`src/rtl/sync_arith_unit_seq_pkg.sv`:
```
// Shared types and status-bit positions for the sequential arithmetic unit
// and its restoring divider.
package arith_seq_pkg;

  typedef enum logic [1:0] {
    OP_SHIFT = 2'b00,
    OP_ADD   = 2'b01,
    OP_DIV   = 2'b10,
    OP_ABS   = 2'b11
  } op_t;

  typedef enum logic [1:0] {
    IDLE     = 2'b00,
    DIV_RUN  = 2'b01,
    DIV_DONE = 2'b10
  } state_t;

  localparam int ST_ERROR    = 3;
  localparam int ST_ONES     = 2;
  localparam int ST_ZEROS    = 1;
  localparam int ST_OVERFLOW = 0;

endpackage

```
`src/rtl/sync_arith_unit_seq_divider.sv`:
```
// Unsigned restoring divider, one quotient bit per clock, MSB first.
// done/quotient/remainder are combinational on the final iteration.
module seq_divider #(
  parameter int M = 8
) (
  input  logic         i_clk,
  input  logic         i_reset,
  input  logic         start,
  input  logic [M-1:0] dividend,
  input  logic [M-1:0] divisor,
  output logic         busy,
  output logic         done,
  output logic [M-1:0] quotient,
  output logic [M-1:0] remainder
);

  localparam int CNT_W = $clog2(M + 1);

  logic [CNT_W-1:0] cnt_p0;
  logic [M-1:0]     rem_p0;
  logic [M-1:0]     quo_p0;
  logic [M-1:0]     div_p0;
  logic [M-1:0]     rem_nx;
  logic [M-1:0]     quo_nx;
  logic [M:0]       trial;

  // Partial remainder shifted with the next dividend bit, then trial subtract.
  always_comb begin
    trial  = {rem_p0, quo_p0[M-1]} - {1'b0, div_p0};
    rem_nx = {rem_p0[M-2:0], quo_p0[M-1]};
    quo_nx = {quo_p0[M-2:0], 1'b0};
    if (!trial[M]) begin
      rem_nx = trial[M-1:0];
      quo_nx = {quo_p0[M-2:0], 1'b1};
    end
  end

  assign done      = busy && (cnt_p0 == CNT_W'(1));
  assign quotient  = quo_nx;
  assign remainder = rem_nx;

  always_ff @(posedge i_clk or posedge i_reset) begin
    if (i_reset) begin
      busy   <= 1'b0;
      cnt_p0 <= '0;
    end else if (start) begin
      busy   <= 1'b1;
      cnt_p0 <= CNT_W'(M);
    end else if (busy) begin
      cnt_p0 <= cnt_p0 - CNT_W'(1);
      if (cnt_p0 == CNT_W'(1)) busy <= 1'b0;
    end
  end

  always_ff @(posedge i_clk) begin
    if (start) begin
      rem_p0 <= '0;
      quo_p0 <= dividend;
      div_p0 <= divisor;
    end else if (busy) begin
      rem_p0 <= rem_nx;
      quo_p0 <= quo_nx;
    end
  end

endmodule

```
`src/rtl/sync_arith_unit_seq.sv`:
```
// Sequential arithmetic unit: single-cycle SHIFT/ADD/ABS, multi-cycle DIV,
// valid/ready request handshake and a one-cycle result strobe.
module sync_arith_unit_seq
  import arith_seq_pkg::*;
#(
  parameter int M    = 8,
  parameter int SH_W = $clog2(M) + 1
) (
  input  logic         i_clk,
  input  logic         i_reset,
  input  logic         i_valid,
  input  logic [1:0]   i_op,
  input  logic [M-1:0] i_arg_A,
  input  logic [M-1:0] i_arg_B,
  output logic         o_ready,
  output logic         o_valid,
  output logic [M-1:0] o_result,
  output logic [M-1:0] o_remainder,
  output logic [3:0]   o_status
);

  localparam logic [M-1:0] MIN_NEG = {1'b1, {(M-1){1'b0}}};

  state_t       state;
  state_t       state_nx;
  op_t          op;
  logic         accept;
  logic         div_go;
  logic         div_busy;
  logic         div_done;
  logic [M-1:0] div_quo;
  logic [M-1:0] div_rem;
  logic [M-1:0] comb_res;
  logic         comb_err;
  logic         comb_ovf;

  function automatic logic [M-1:0] shift_right(input logic [M-1:0] a,
                                               input logic [SH_W-1:0] amt);
    if (int'(amt) >= M) return '0;
    return a >> amt;
  endfunction

  function automatic logic add_overflow(input logic signed [M-1:0] a,
                                        input logic signed [M-1:0] b,
                                        input logic signed [M-1:0] s);
    return (a[M-1] == b[M-1]) && (s[M-1] != a[M-1]);
  endfunction

  function automatic logic [M-1:0] abs_mag(input logic signed [M-1:0] a);
    logic signed [M-1:0] neg;
    neg = ~a + {{(M-1){1'b0}}, 1'b1};
    return a[M-1] ? neg : a;
  endfunction

  function automatic logic [3:0] make_status(input logic err, input logic ovf,
                                             input logic [M-1:0] res);
    logic [3:0] st;
    st              = '0;
    st[ST_ERROR]    = err;
    st[ST_ONES]     = &res;
    st[ST_ZEROS]    = (res == '0);
    st[ST_OVERFLOW] = ovf;
    return st;
  endfunction

  assign op      = op_t'(i_op);
  assign o_ready = (state != DIV_RUN);
  assign accept  = i_valid && o_ready;
  assign div_go  = accept && (op == OP_DIV) && (i_arg_B != '0);

  seq_divider #(.M(M)) u_div (
    .i_clk     (i_clk),
    .i_reset   (i_reset),
    .start     (div_go),
    .dividend  (i_arg_A),
    .divisor   (i_arg_B),
    .busy      (div_busy),
    .done      (div_done),
    .quotient  (div_quo),
    .remainder (div_rem)
  );

  always_ff @(posedge i_clk or posedge i_reset) begin
    if (i_reset) state <= IDLE;
    else         state <= state_nx;
  end

  always_comb begin
    state_nx = state;
    case (state)
      IDLE, DIV_DONE: state_nx = div_go ? DIV_RUN : IDLE;
      DIV_RUN: begin
        // Falling back to IDLE if the divider ever stops without done.
        if (div_done)       state_nx = DIV_DONE;
        else if (!div_busy) state_nx = IDLE;
      end
      default: state_nx = IDLE;
    endcase
  end

  // Single-cycle datapath; the DIV leg only covers divide-by-zero.
  always_comb begin
    comb_res = '0;
    comb_err = 1'b0;
    comb_ovf = 1'b0;
    case (op)
      OP_SHIFT: begin
        if (i_arg_B[M-1]) comb_err = 1'b1;
        else              comb_res = shift_right(i_arg_A, i_arg_B[SH_W-1:0]);
      end
      OP_ADD: begin
        comb_res = i_arg_A + i_arg_B;
        comb_ovf = add_overflow(i_arg_A, i_arg_B, comb_res);
      end
      OP_DIV: comb_err = (i_arg_B == '0);
      OP_ABS: begin
        comb_res = abs_mag(i_arg_A);
        comb_ovf = (i_arg_A == MIN_NEG);
      end
      default: ;
    endcase
  end

  // Output register stage: results and status update only with o_valid.
  always_ff @(posedge i_clk or posedge i_reset) begin
    if (i_reset) begin
      o_valid     <= 1'b0;
      o_result    <= '0;
      o_remainder <= '0;
      o_status    <= '0;
    end else begin
      o_valid <= 1'b0;
      if (state == DIV_RUN) begin
        if (div_done) begin
          o_valid     <= 1'b1;
          o_result    <= div_quo;
          o_remainder <= div_rem;
          o_status    <= make_status(1'b0, 1'b0, div_quo);
        end
      end else if (accept && !div_go) begin
        o_valid     <= 1'b1;
        o_result    <= comb_res;
        o_remainder <= '0;
        o_status    <= make_status(comb_err, comb_ovf, comb_res);
      end
    end
  end

endmodule
```
`config.mk`:
```
export PLATFORM = sky130hd
export DESIGN_NAME = sync_arith_unit_seq
export DESIGN_NICKNAME = d
export VERILOG_FILES = /design/src/rtl/sync_arith_unit_seq_pkg.sv /design/src/rtl/sync_arith_unit_seq_divider.sv /design/src/rtl/sync_arith_unit_seq.sv
export SDC_FILE = /design/constraint.sdc
export NUM_CORES = 1
export LEC_CHECK = 0
export ABC_AREA = 1
export BUFFER_PORTS_ARGS = -buffer_cell sky130_fd_sc_hd__buf_4
export CAP_MARGIN = 20
export CORE_MARGIN = 3
export CORE_UTILIZATION = 25
export CTS_CLUSTER_SIZE = 16
export DETAILED_ROUTE_END_ITERATION = 12
export MAX_ROUTING_LAYER = met4
export SLEW_MARGIN = 20
export SYNTH_ARGS = -nofsm -noshare
export SYNTH_HDL_FRONTEND = slang
export SYNTH_SLANG_ARGS = --single-unit
```
`constraint.sdc`:
```
create_clock -name i_clk -period 2.8 [get_ports i_clk]
set_clock_uncertainty 0.15 [all_clocks]
set_input_delay 0.14 -clock i_clk [delete_from_list [all_inputs] [get_ports i_clk]]
set_output_delay 0.14 -clock i_clk [all_outputs]
set_load 0.005 [all_outputs]
```
* Word level (Yosys, flattened, before mapping)
Index checks and enable logic that the tools add are counted.
Word-level totals: ROM bits 0, register bits after elaboration 52, logic and storage cells 84, bits in latches 0, output and inout bits 22, RAM bits 0, memories kept 0, input bits 21
Cells by class: shift-type cells 1, muxes and demuxes 36, bitwise logic cells 1, $mul 0, order comparisons 1, equal/unequal tests 12, reductions and logical operators 19, div/mod/pow operators 0, add/subtract/negate cells 4
Operators with widths (count):
- $mux 8 | 13
- $logic_not 8->1 | 3
- $pmux 8 s3 | 1
- $mux 4 | 5
- $reduce_and 8->1 | 2
- $mux 1 | 12
- $sub 9x8->9 | 1
- $add 8x1->8 const B | 1
- $add 8x8->8 | 1
- $eq 8x8->1 const B | 1
- $not 8->8 | 1
- $reduce_bool 8->1 | 1
- $shr 8x4->8 | 1
- $eq 2x2->1 const B | 3
- $logic_and 1x1->1 | 6
- $eq 2x1->1 const B | 2
- $eq 4x1->1 const B | 1
- $ge 4x4->1 const B | 1
- $logic_not 2->1 | 2
- $mux 2 | 2
- $pmux 1 s2 | 2
- $pmux 2 s2 | 1
- $reduce_bool 2->1 | 2
- $sub 4x1->4 const B | 1
- other kinds (8) | 8

* Longest topological paths before layout
word-level depth 10, mapped depth 15, mapped depth without buffers 14

* Hierarchy
A second synthesis with hierarchy kept.
Second synthesis, totals: cell total of the unflattened synthesis 581, area total of the unflattened synthesis 3935.0 µm²
Modules (own cells, without submodules):
- sync_arith_unit_seq | sequential area each 575.6 µm², instances 1, cells each 353, area an instance 2179.6 µm²
- seq_divider | sequential area each 765.7 µm², instances 1, cells each 228, area an instance 1755.4 µm²

* Least setup slack after synthesis
Ideal clock, no wire load.
kind register -> register, start reg u_div.quo_p0[7], end reg o_remainder[0], slack 0.705 ns, period minus slack after synthesis 2.095 ns, buffers on the path 1, setup time 0.127 ns, data arrival time 1.818 ns, stages on the path, launching flop included 14, data required time 2.523 ns, cell sequence edfxtp_1 > inv_1 > ha_1 > inv_1 > fa_1 > nand3_1 > nand3_1 > nand4_1 > nand2_1 > nand2_1 > nand2_1 > buf_2 > o21ai_0 > o21ai_0
On the way: word-level cells in the longest chain between the ends 4
RTL lines:
- start, declared | line sync_arith_unit_seq_divider.sv:21 | logic [M-1:0] quo_p0;
- start signal, assigned | line sync_arith_unit_seq_divider.sv:58 | quo_p0 <= dividend;
- start signal, assigned | line sync_arith_unit_seq_divider.sv:62 | quo_p0 <= quo_nx;
- $sub 9x8->9 | line sync_arith_unit_seq_divider.sv:29 | trial = {rem_p0, quo_p0[M-1]} - {1'b0, div_p0};
- $mux 8 (*) | line sync_arith_unit_seq_divider.sv:32 | if (!trial[M]) begin
- $mux 8 (*) | line sync_arith_unit_seq.sv:134 | if (div_done) begin
- $mux 8 (*) | line sync_arith_unit_seq.sv:133 | if (state == DIV_RUN) begin
- end signal, assigned | line sync_arith_unit_seq.sv:137 | o_remainder <= div_rem;
- end, declared | line sync_arith_unit_seq.sv:18 | output logic [M-1:0] o_remainder,
Mark *: on every way between the ends. The rest lies on a longest branch, timed or not. The select of a mux whose other input is x is not followed. A chain may end at the register's enable or synchronous reset.

* Final worst setup path
start reg u_div.quo_p0[7], end reg u_div.rem_p0[0]
On the way: word-level cells in the longest chain between the ends 2
RTL lines:
- $sub 9x8->9 | line sync_arith_unit_seq_divider.sv:29
- $mux 8 (*) | line sync_arith_unit_seq_divider.sv:32
- end signal, assigned | line sync_arith_unit_seq_divider.sv:61 | rem_p0 <= rem_nx;
- end, declared | line sync_arith_unit_seq_divider.sv:20 | logic [M-1:0] rem_p0;
Mark *: on every way between the ends. The rest lies on a longest branch, timed or not.

==> results by group <==
Final layout
  • Ratio of cells with drive above 1 in the final layout: 12.3%
  • Layout Cells excl Fill: 727
  • Total Nets Final: 591
  • Final Cell Area: 4300 sq um
  • N_diodes: 0
  • Area Growth Syn to Fin: 20.9%
  • Filler instances: 1478

Detailed routing
  • DRT Pass-1 Iters: 5
  • Vias: 3440
  • WL/cell: 13.9 microns
  • Vias per cell: 4.73
  • DRC Markers: 0
  • Final ANT Viol Nets: 0
  • DRT iter0 DRCs: 273
  • Post-Route WL: 10100 microns

Yosys
  • Compound-Gate Fraction of Synth Area: 9.95%
  • Post-synth top area share: 19.7%
  • Number of flops mapped to enable cells by yosys: 16
  • Simple-gate portion of the synthesized area: 33.6%
  • Synth cell types: 40
  • Adder-cell share of the synthesized area: 7.46%
  • Synth warn: 0
  • Post-Synthesis Cells: 500
  • Share of flip-flops with an asynchronous set or reset: 53.8%
  • Post-synth top area cell: dfrtp_1
  • Sequential share of the synthesized area: 37.7%
  • Count leader, synth: nand2_1
  • Xor/xnor share of the synthesized area: 1.97%
  • Most frequent cells after synthesis: nand2_1 (153), inv_1 (66), nand3_1 (64)
  • Post-Syn Nets: 541
  • Main combinational cell family by area after synthesis: simple AND/OR/NAND/NOR gates
  • Syn_area_per_cell: 7.11 sq um
  • Yosys reg bits: 52
  • Post-Syn Area: 3560 sq um
  • Commonest register cell after synthesis: dfrtp_1
  • Multiplexer share of the synthesized area: 0%
  • Main area contributors after synthesis: dfrtp_1 (20%), nand2_1 (16%), edfxtp_1 (14%)

Global route
  • Initial antenna violation count: 0
  • First-pass GRT wire length: 16700 microns
  • Vias in the first global route: 3397
  • Gr ovfl total: 0
  • Largest net degree at the start of global routing: 29
  • Gr usage total: 13.3%

Min path
  • Hold_sp: i_arg_B[0]
  • Hold Path End: u_div.div_p0[0]
  • Hold-critical path depth: 1
  • Worst Hold Class: in -> reg

Pwr
  • PwrDens: 791 nW/um^2
  • Maximum VDD drop: 0.296 mV
  • Seq pwr share: 37.4%
  • Leakage power figure: 2.15 nW
  • Switch share: 39.8%
  • Comb pwr share: 43.7%
  • Clock network power share: 18.9%
  • NetSw: 0.00135 W
  • Internal power: 0.00205 W
  • Final total power: 0.00340 W

Critical path
  • Crit path cell chain: inv_1 -> ha_1 -> inv_1 -> fa_1 -> nand3_1 -> nand3_1 -> nand4_1 -> nand2_1 -> nand2_1 -> nand2_2 -> o21ai_0 -> o22ai_1
  • FF-to-FF setup slack: 0.41 ns
  • Critical Path RT: 2.81 ns
  • Reg2Reg Depth: 12
  • Crit-path max FO: 20
  • Worst reg2reg endpoint: u_div.rem_p0[0]
  • Critical Path Slowest Stage Cell: fa_1
  • CP endpoint kind: flip-flop
  • Worst setup path startpoint: u_div.quo_p0[7]
  • CP arrival: 2.39 ns
  • Reg2reg start: u_div.quo_p0[7]
  • Max stage delay on crit path: 0.40 ns
  • Setup CP Type: reg -> reg
  • Critical Path Start Type: flip-flop

Place
  • Port bufs: 42
  • HPWL Detailed: 8020 microns
  • Setup slack after placement: 0.301 ns
  • Cell total after placement: 712
  • Placed cell area: 4070 sq um
  • GP Congestion: 0.862

STA
  • Setup violators final: 0
  • Final period util: 85.2%
  • Final hold vios: 0
  • Worst-Margin Slew: 0.597 ns
  • RSZ-0062 raised after global routing: no
  • Minimum clock period: 2.39 ns
  • Max-slew violation count: 0
  • Max frequency: 419 MHz
  • Setup_tns: 0 ns
  • Rel. slew slack: 60.1%
  • Final setup margin: 0.415 ns

Floorplanning
  • Initial Utilization: 26.2%
  • Core region area: 13600 sq um
  • Die H: 125 microns
  • Row cnt: 42
  • Top-Level Pins: 43
  • Die Span X: 125 microns
  • Total Die Area: 15700 sq um

Clock network
  • CTS tree: done
  • H-tree Lvls: 2
  • Root Buffer: clkbuf_16
  • Clock sink count: 52
  • Max clock buf depth: 2
  • Worst-skew pair later-pin latency: 0.29 ns
  • Setup Fix Bufs, Post-CTS: 0
  • Clk slew on worst S/H paths: 0.07 ns
  • CTS buffer count: 5

Status
  • Outcome: finished, final reports clean

Flow run
  • Max-cap violations: 0
through the flow:
step | util (%) | hold slack [ns]
3_5_place_dp | 30.0 | 0.201
2_1_floorplan | - | 0.0554
4_1_cts | 31.6 | 0.00752
3_3_place_gp | 30.0 | 0.196
6_report | 31.7 | 0.0245
5_1_grt | 31.7 | 0.0133
cell usage in the layout, fill, tap and decap left out, types with 16 or more instances in the layout:
cell | Yosys | layout
a21oi_1 | 16 | 16
buf_4 | 0 | 46
dfrtp_1 | 28 | 28
edfxtp_1 | 16 | 16
ha_1 | 18 | 18
inv_1 | 66 | 65
nand2_1 | 153 | 152
nand3_1 | 64 | 64
nor2_1 | 31 | 31
o21ai_0 | 33 | 33
power by group through the flow:
stage | Combinational (W) | Sequential (W) | Clock (W)
floorplan | 0.00104 | 0.00123 | 0
global placement | 0.00143 | 0.00128 | 0
detailed placement | 0.00147 | 0.00128 | 0
CTS | 0.00149 | 0.00127 | 0.000659
global route | 0.00170 | 0.00131 | 0.000700
finish | 0.00149 | 0.00127 | 0.000643
worst max path at each step:
stage,endpoint,cells past startpoint,slack (ns)
after CTS,o_remainder[0],12,0.23
after floorplan,o_remainder[0],13,0.70
after detailed placement,o_remainder[0],12,0.30
after global routing,u_div.rem_p0[4],11,0.17
final,u_div.rem_p0[0],12,0.41
after global placement,o_remainder[0],12,0.33
flip-flops by register name, summed over array words and instances (netlist names):
signal        flops
o_remainder       8
state             2
o_valid           1
u_div.rem_p0      8
o_result          8
u_div.busy        1
u_div.quo_p0      8
o_status          4
u_div.div_p0      8
u_div.cnt_p0      4
per-layer routing:
metal | vias up | share of wire (%) | routed length, microns | GRT usage (%)
li1 | 1739 | - | - | -
met2 | 98 | 48 | 4860 | 22.2
met4 | 0 | 0.72 | 73 | 2.36
met5 | - | 0 | 0 | -
met3 | 7 | 4.9 | 498 | 1.66
met1 | 1596 | 46 | 4690 | 17.6
kinds of logic (layout without fill, tap and decap cells):
kind of cell / count (synthesis) / count (layout)
AOI/OAI and AO/OA: 64 / 64
xor gates and xnor gates: 8 / 8
adders and majority gates: 20 / 20
buffers and inverters: 83 / 134
DFF: 52 / 52
and+or+nand+nor: 273 / 273
timing repair:
| action | CTS | global route |
|---|---|---|
| gates resized for setup | 0 | 1 |
| setup endpoints to repair | 0 | 8 |
| hold buffers | 6 | 1 |
| endpoints found under the hold margin | 6 | 28 |
worst max-delay path, delay by kind of cell (launching register included):
family | cells | cell delay (ns)
AOI/OAI and AO/OA | 2 | 0.40
adders and majority gates | 2 | 0.53
buffers and inverters | 2 | 0.13
DFF | 1 | 0.38
and+or+nand+nor | 6 | 0.65
area by class of cell:
type,count,area [sq um],share of cell area (%)
Tap cell,176,220,5.12
Inverter,73,277,6.43
Multi-Input combinational cell,365,1890,43.9
Sequential cell,52,1340,31.2
Timing Repair Buffer,53,415,9.66
Clock buffer,8,158,3.67
Note: power is estimated with default switching activity, not from simulation.
